===== src/rtl/spi_master_param_pkg.sv =====
// Shared types and mode encodings for the parametrised SPI master.
package spi_master_param_pkg;

  typedef enum logic [1:0] {
    IDLE,
    SETUP,
    SHIFT,
    HOLD
  } spi_state_t;

  typedef struct packed {
    logic cpol;
    logic cpha;
    logic lsb_first;
  } spi_mode_t;

  // {cpol, cpha} encodings of the four SPI modes
  localparam logic [1:0] MODE_0 = 2'b00;
  localparam logic [1:0] MODE_1 = 2'b01;
  localparam logic [1:0] MODE_2 = 2'b10;
  localparam logic [1:0] MODE_3 = 2'b11;

  // Modes 0 and 2 sample on the leading edge; 1 and 3 drive on it.
  function automatic logic mode_samples_on_lead(spi_mode_t m);
    return ({m.cpol, m.cpha} inside {MODE_0, MODE_2});
  endfunction

endpackage


===== src/rtl/spi_master_param_clk_gen.sv =====
// SCLK half-period divider: tick at the end of every half-period, plus
// leading/trailing edge strobes while the shift phase is active.
module spi_master_param_clk_gen #(
  parameter int unsigned CLK_DIV = 4
) (
  input  logic clk,
  input  logic rst,
  input  logic run,
  input  logic shift_en,
  output logic tick_c,
  output logic lead_c,
  output logic trail_c
);

  localparam int unsigned DIV_W = $clog2(CLK_DIV);

  logic [DIV_W-1:0] div_cnt;
  logic             phase;

  assign tick_c  = run && (div_cnt == DIV_W'(CLK_DIV - 1));
  assign lead_c  = tick_c && shift_en && !phase;
  assign trail_c = tick_c && shift_en && phase;

  // phase tracks whether sclk currently sits away from its idle level
  always_ff @(posedge clk or negedge rst) begin
    if (!rst) begin
      div_cnt <= '0;
      phase   <= 1'b0;
    end else begin
      if (!run || tick_c) div_cnt <= '0;
      else                div_cnt <= div_cnt + DIV_W'(1);
      if (!shift_en)   phase <= 1'b0;
      else if (tick_c) phase <= ~phase;
    end
  end

endmodule


===== src/rtl/spi_master_param.sv =====
// Full-duplex SPI master with configurable width, divider, mode, bit order
// and chip select; everything is latched when a transfer is accepted.
module spi_master_param
  import spi_master_param_pkg::*;
#(
  parameter int unsigned DATA_W  = 8,
  parameter int unsigned CLK_DIV = 4,
  parameter int unsigned NUM_CS  = 4,
  parameter int unsigned CS_W    = (NUM_CS > 1) ? $clog2(NUM_CS) : 1
) (
  input  logic              clk,
  input  logic              rst,
  input  logic              start,
  input  logic              cpol,
  input  logic              cpha,
  input  logic              lsb_first,
  input  logic [CS_W-1:0]   cs_sel,
  input  logic [DATA_W-1:0] tx_data,
  output logic              busy,
  output logic              done,
  output logic [DATA_W-1:0] rx_data,
  output logic              sclk,
  output logic              mosi,
  input  logic              miso,
  output logic [NUM_CS-1:0] cs_n
);

  localparam int unsigned CNT_W = $clog2(DATA_W + 1);

  spi_state_t        state;
  spi_mode_t         mode;
  logic [DATA_W-1:0] tx_sh;
  logic [DATA_W-1:0] rx_sh;
  logic [CNT_W-1:0]  bit_cnt;
  logic [NUM_CS-1:0] cs_dec_c;
  logic tick_c, lead_c, trail_c;
  logic run_c, shift_en_c, sample_c, drive_c, last_c;

  function automatic logic first_bit(logic [DATA_W-1:0] w, logic lsb);
    return lsb ? w[0] : w[DATA_W-1];
  endfunction

  function automatic logic [DATA_W-1:0] drop_bit(logic [DATA_W-1:0] w, logic lsb);
    return lsb ? (w >> 1) : (w << 1);
  endfunction

  function automatic logic [DATA_W-1:0] add_bit(logic [DATA_W-1:0] w, logic lsb, logic b);
    return lsb ? {b, w[DATA_W-1:1]} : {w[DATA_W-2:0], b};
  endfunction

  assign run_c      = (state != IDLE);
  assign shift_en_c = (state == SHIFT);
  assign sample_c   = mode_samples_on_lead(mode) ? lead_c : trail_c;
  assign drive_c    = mode_samples_on_lead(mode) ? trail_c : lead_c;
  // last trailing edge: all bits sampled, or the final sample happens on it
  assign last_c     = trail_c && ((bit_cnt == CNT_W'(DATA_W)) ||
                                  (sample_c && (bit_cnt == CNT_W'(DATA_W - 1))));

  // out-of-range selects leave every line high
  always_comb begin
    cs_dec_c = '1;
    for (int unsigned i = 0; i < NUM_CS; i++) begin
      if (cs_sel == CS_W'(i)) cs_dec_c[i] = 1'b0;
    end
  end

  spi_master_param_clk_gen #(
    .CLK_DIV(CLK_DIV)
  ) u_clk_gen (
    .clk     (clk),
    .rst     (rst),
    .run     (run_c),
    .shift_en(shift_en_c),
    .tick_c  (tick_c),
    .lead_c  (lead_c),
    .trail_c (trail_c)
  );

  always_ff @(posedge clk or negedge rst) begin
    if (!rst) begin
      state   <= IDLE;
      mode    <= '0;
      tx_sh   <= '0;
      rx_sh   <= '0;
      bit_cnt <= '0;
      busy    <= 1'b0;
      done    <= 1'b0;
      rx_data <= '0;
      sclk    <= 1'b0;
      mosi    <= 1'b0;
      cs_n    <= '1;
    end else begin
      done <= 1'b0;
      case (state)
        IDLE: if (start) begin
          mode    <= {cpol, cpha, lsb_first};
          cs_n    <= cs_dec_c;
          sclk    <= cpol;
          busy    <= 1'b1;
          bit_cnt <= '0;
          rx_sh   <= '0;
          // cpha=0 slaves sample on the first edge, so bit 0 goes out now
          if (cpha) begin
            tx_sh <= tx_data;
            mosi  <= 1'b0;
          end else begin
            tx_sh <= drop_bit(tx_data, lsb_first);
            mosi  <= first_bit(tx_data, lsb_first);
          end
          state <= SETUP;
        end
        SETUP: if (tick_c) state <= SHIFT;
        SHIFT: begin
          if (lead_c || trail_c) sclk <= ~sclk;
          if (sample_c) begin
            rx_sh   <= add_bit(rx_sh, mode.lsb_first, miso);
            bit_cnt <= bit_cnt + CNT_W'(1);
          end
          if (drive_c) begin
            mosi  <= first_bit(tx_sh, mode.lsb_first);
            tx_sh <= drop_bit(tx_sh, mode.lsb_first);
          end
          if (last_c) state <= HOLD;
        end
        HOLD: if (tick_c) begin
          cs_n    <= '1;
          rx_data <= rx_sh;
          done    <= 1'b1;
          busy    <= 1'b0;
          mosi    <= 1'b0;
          state   <= IDLE;
        end
        default: state <= IDLE;
      endcase
    end
  end

endmodule

===== config.mk =====
export PLATFORM = sky130hd
export DESIGN_NAME = spi_master_param
export DESIGN_NICKNAME = d
export VERILOG_FILES = /design/src/rtl/spi_master_param_pkg.sv /design/src/rtl/spi_master_param_clk_gen.sv /design/src/rtl/spi_master_param.sv
export SDC_FILE = /design/constraint.sdc
export NUM_CORES = 1
export LEC_CHECK = 0
export ABC_CLOCK_PERIOD_IN_PS = 2650
export BUFFER_PORTS_ARGS = -buffer_cell sky130_fd_sc_hd__clkbuf_2
export CORE_MARGIN = 2
export CORE_UTILIZATION = 40
export DETAILED_ROUTE_END_ITERATION = 8
export SLEW_MARGIN = 20
export SYNTH_ARGS = -nofsm -noshare
export SYNTH_HDL_FRONTEND = slang
export SYNTH_HIERARCHICAL = 1
export SYNTH_SLANG_ARGS = --single-unit

===== constraint.sdc =====
create_clock -name clk -period 2.65 [get_ports clk]
set_input_delay 0 -clock clk [delete_from_list [all_inputs] [get_ports clk]]
set_output_delay 0 -clock clk [all_outputs]
set_load 0.05 [all_outputs]

==> metrics.md <==
| Metric | Value |
|---|---|
| Number of hold-repair buffers added at the cts stage | `2` |
| Post-synthesis cell count | `~220` |
| Clock tree buffer depth | `2` |
| Final critical path time including I/O delays and setup | `approximately 2.4 ns` |
| DRC violations left | `0` |
| Detail Route Antenna Nets | `0` |
| Setup violations, final | `0` |
| Number of global-route vias before repair | `~1,700` |
| Wire length of the first global-routing pass | `approximately 8 mm` |
| Crit-path max cell delay | `approximately 0.40 ns` |
| Count of flip-flops with a built-in enable after synthesis | `0` |
| Register area share after synthesis | `between 40% and 50%` |
| Core ar. | `between 0.005 and 0.006 mm²` |
| Max-slew violations | `0` |
| Critical Path, Cell by Cell | `inv_1 > ha_1 > inv_1 > and2_4 > and3_1 > mux2i_1 > o311ai_2 > o2111ai_1 > mux2_1` |
| Post-CTS sizing | `0` |
| Yosys reg bits | `43` |
| Cell accounting for the most synthesized area | `sky130_fd_sc_hd__dfrtp_1` |
| Logic gate share of total power | `under 10%` |
| Final core occ | `roughly half` |
| Count of endpoints failing hold in the final timing report | `0` |
| Class of the tightest hold or removal check | `primary input to register` |
| Total number of vias | `around 1,700` |
| Routed WL per cell | `14.3 µm` |
| Slew of the pin with the lowest slew margin | `about 0.95 ns` |
| Dominant cell by count in the synthesized netlist | `sky130_fd_sc_hd__dfrtp_1` |
| Die Area | `0.00642 mm²` |
| Worst endpoint data arrival time | `about 2.6 ns` |
| Sink Count | `43` |
| H-Tree Depth | `2` |
| Pin count of the biggest net entering global routing | `44` |
| Detailed-route vias per instance | `between 5 and 6` |
| Register share of total power | `around 53%` |
| Wire length reported by the detailed router | `between 4 and 5 mm` |
| Maximum fanout count along the critical path | `5` |
| Drt first-iter violations | `90` |
| Data required time of the critical path | `2.84 ns` |
| Type of element capturing the critical path | `register` |
| Unrepaired setup endpoints after global routing | `no` |
| Most Frequent Cell on Critical Path | `sky130_fd_sc_hd__inv_1` |
| Largest cells by area after synthesis | `sky130_fd_sc_hd__dfrtp_1 (42%), sky130_fd_sc_hd__mux2i_1 (11%), sky130_fd_sc_hd__mux2_2 (4.9%), sky130_fd_sc_hd__dfstp_2 (4.5%), sky130_fd_sc_hd__ha_1 (4.3%)` |
| Count of boundary I/O pins | `33` |
| Category of the worst setup path launch point | `register` |
| Buffer and inverter count on the worst path | `2` |
| Final worst path period share | `between 90% and 100%` |
| Proportion of register bits with asynchronous set or reset after synthesis | `between 90% and 100%` |
| Postcts setup bufs | `0` |
| Run status | `complete, no violations` |
| Clock-pin slew reported for the worst setup and hold paths after clock tree synthesis | `around 0.09 ns` |
| Total negative setup slack | `0 ns` |
| Leakage Power | `about 1.2 nW` |
| Total clock buffers created by CTS | `5` |
| Clock latency reported for the late side of the worst-skew pair | `~0.30 ns` |
| Area Overhead vs Synth | `15.7%` |
| Number of placement rows | `27` |
| Die span in y | `80.2 µm` |
| Switching power of the nets | `roughly 0.00029 W` |
| Fraction of synthesized cell area taken by the top area cell type | `42.1%` |
| Final-stage net count | `280` |
| Inserted Diodes | `0` |
| Switching share of total power | `between 20 and 25%` |
| Highest clock frequency the design can meet | `between 400 and 500 MHz` |
| Worst slew margin relative to its limit | `a little over a third` |
| Max VDD drop | `between 150 and 200 µV` |
| Number of distinct standard cells referenced by the synthesized netlist | `40` |
| Worst Skew | `between 0.003 and 0.004 ns` |
| Total number of yosys warnings | `6` |
| Synthesized Nets | `between 200 and 250` |
| Max-cap violations | `0` |
| Pint | `0.000970 W` |
| Overall global routing resource usage | `about 16%` |
| Initial core utilization | `approximately two fifths` |
| Type of the worst setup path | `register to register` |
| Fill count | `530` |
| Share of layout cells above drive strength 1 | `between 20% and 30%` |
| Prevailing post-synth register cell | `sky130_fd_sc_hd__dfrtp_1` |
| Areal power density over the cells | `468 mW/mm²` |
| Total iterations of the first detailed-routing run | `4` |
| Crit path max-delay family | `multiplexers` |
| Total standard cell area after synthesis | `about 0.0023 mm²` |
| TritonCTS clock tree | `built` |
| Horiz. Die Dim | `between 80 and 90 µm` |
| Final global-route overflow total | `0` |
| Placer Congestion | `~0.79` |
| Detail Placement HPWL | `roughly 3.3 mm` |
| Clock group share of total power | `between 40% and 50%` |
| Critical path's slowest cell | `sky130_fd_sc_hd__dfrtp_1` |
| Cell types with the highest counts after synthesis | `sky130_fd_sc_hd__dfrtp_1 (39), sky130_fd_sc_hd__mux2i_1 (25), sky130_fd_sc_hd__nand2_1 (23)` |
| Avg Synthesized Cell Area | `10.4 µm²` |
| Port buffer count | `32` |
| Antenna violations before repair | `0` |
| Clock root buffer master | `sky130_fd_sc_hd__clkbuf_8` |
-- kinds of logic after synthesis --
family | count (synthesis) | synth area share, %
xor+xnor | 2 | 0.755
mux | 37 | 16.7
buf+inv | 25 | 4.48
simple gates | 58 | 12.0
compound gates | 49 | 15.1
flops | 43 | 46.6
fa+ha+maj | 8 | 4.32
-- path summary, 6_finish.rpt --
check,start,endpoint,slack [ns],depth (start not counted)
max in group asynchronous,rst,tx_sh[7]$_DFFE_PN0P_,1.68,2
max reg2reg,state[0]$_DFFE_PN0P_,state[1]$_DFFE_PN0P_,0.20,9
min in group asynchronous,rst,rx_data[4]$_DFFE_PN0P_,0.38,2
min,cs_sel[0],cs_n[2]$_DFFE_PN1P_,0.009,3
max,state[0]$_DFFE_PN0P_,state[1]$_DFFE_PN0P_,0.20,9
min reg2reg,u_clk_gen/div_cnt[0]$_DFF_PN0_,u_clk_gen/div_cnt[0]$_DFF_PN0_,0.44,1
-- state kept, by name (all words and copies together) (netlist names) --
register,count
u_clk_gen/phase,1
rx_data,8
busy,1
done,1
mosi,1
mode,2
u_clk_gen/div_cnt,2
tx_sh,8
sclk,1
rx_sh,8
cs_n,4
state,2
bit_cnt,4
-- cell usage in the layout (no fill, tap or decap), types with 2 or more instances in the layout --
cell	count
sky130_fd_sc_hd__inv_1	11
sky130_fd_sc_hd__dfstp_2	4
sky130_fd_sc_hd__dfrtp_1	39
sky130_fd_sc_hd__nor3_1	4
sky130_fd_sc_hd__nor2b_1	2
sky130_fd_sc_hd__clkbuf_2	31
sky130_fd_sc_hd__nor4_1	7
sky130_fd_sc_hd__nor2_1	12
sky130_fd_sc_hd__nand2_1	23
sky130_fd_sc_hd__xnor2_1	2
sky130_fd_sc_hd__a21o_1	2
sky130_fd_sc_hd__nand3b_1	2
sky130_fd_sc_hd__o21ai_0	9
sky130_fd_sc_hd__ha_1	8
sky130_fd_sc_hd__a211oi_1	2
sky130_fd_sc_hd__a31oi_1	2
sky130_fd_sc_hd__o31ai_1	10
sky130_fd_sc_hd__a221o_1	6
sky130_fd_sc_hd__mux2i_1	25
sky130_fd_sc_hd__buf_4	5
sky130_fd_sc_hd__mux2_2	10
sky130_fd_sc_hd__nor3b_1	2
sky130_fd_sc_hd__nand3_1	2
sky130_fd_sc_hd__a21oi_1	7
sky130_fd_sc_hd__dlygate4sd3_1	2
sky130_fd_sc_hd__clkbuf_8	5
sky130_fd_sc_hd__o22ai_1	3
-- power by group through the flow --
stage               registers, W   logic, W  clock network, W
floorplan               0.000677  0.0000266                 0
global placement        0.000678  0.0000593                 0
detailed placement      0.000678  0.0000602                 0
CTS                     0.000665  0.0000629          0.000548
global route            0.000666  0.0000703          0.000573
finish                  0.000665  0.0000610          0.000531
-- tightest hold or removal path, stage by stage --
cell and delay (ns):
sky130_fd_sc_hd__clkbuf_2 0.08, sky130_fd_sc_hd__nor3_1 0.05, sky130_fd_sc_hd__a21oi_1 0.13
-- metal layers --
layer,track usage [%],wire (µm)
met1,23.0,2380
met2,24.8,2120
met5,0,0
met4,5.25,58
met3,3.71,141
-- layout make-up --
cell class / instances / area [µm²] / share of cell area [%]
Tap cell: 72 / 90.1 / 3.36
Timing Repair Buffer: 39 / 218 / 8.11
Sequential cell: 43 / 1080 / 40.3
Multi-Input combinational cell: 154 / 1130 / 42.3
Clock buffer: 5 / 68.8 / 2.56
Inverter: 12 / 45.0 / 1.68
Clock inverter: 3 / 47.5 / 1.77
-- metrics by stage --
| step | setup slack, ns | cells | cell area [µm²] | power (W) | hold slack [ns] |
|---|---|---|---|---|---|
| global placement | 0.349 | 318 | 2550 | 0.000737 | 0.178 |
| finish | 0.204 | 328 | 2690 | 0.00126 | 0.00904 |
| CTS | 0.204 | 328 | 2690 | 0.00128 | 0.00297 |
| global route | 0.0216 | 328 | 2690 | 0.00131 | 0.0259 |
| detailed placement | 0.223 | 318 | 2550 | 0.000738 | 0.181 |
| floorplan | 0.363 | 222 | 2320 | 0.000703 | -0.296 |
Power figures use the tool's default switching activity.
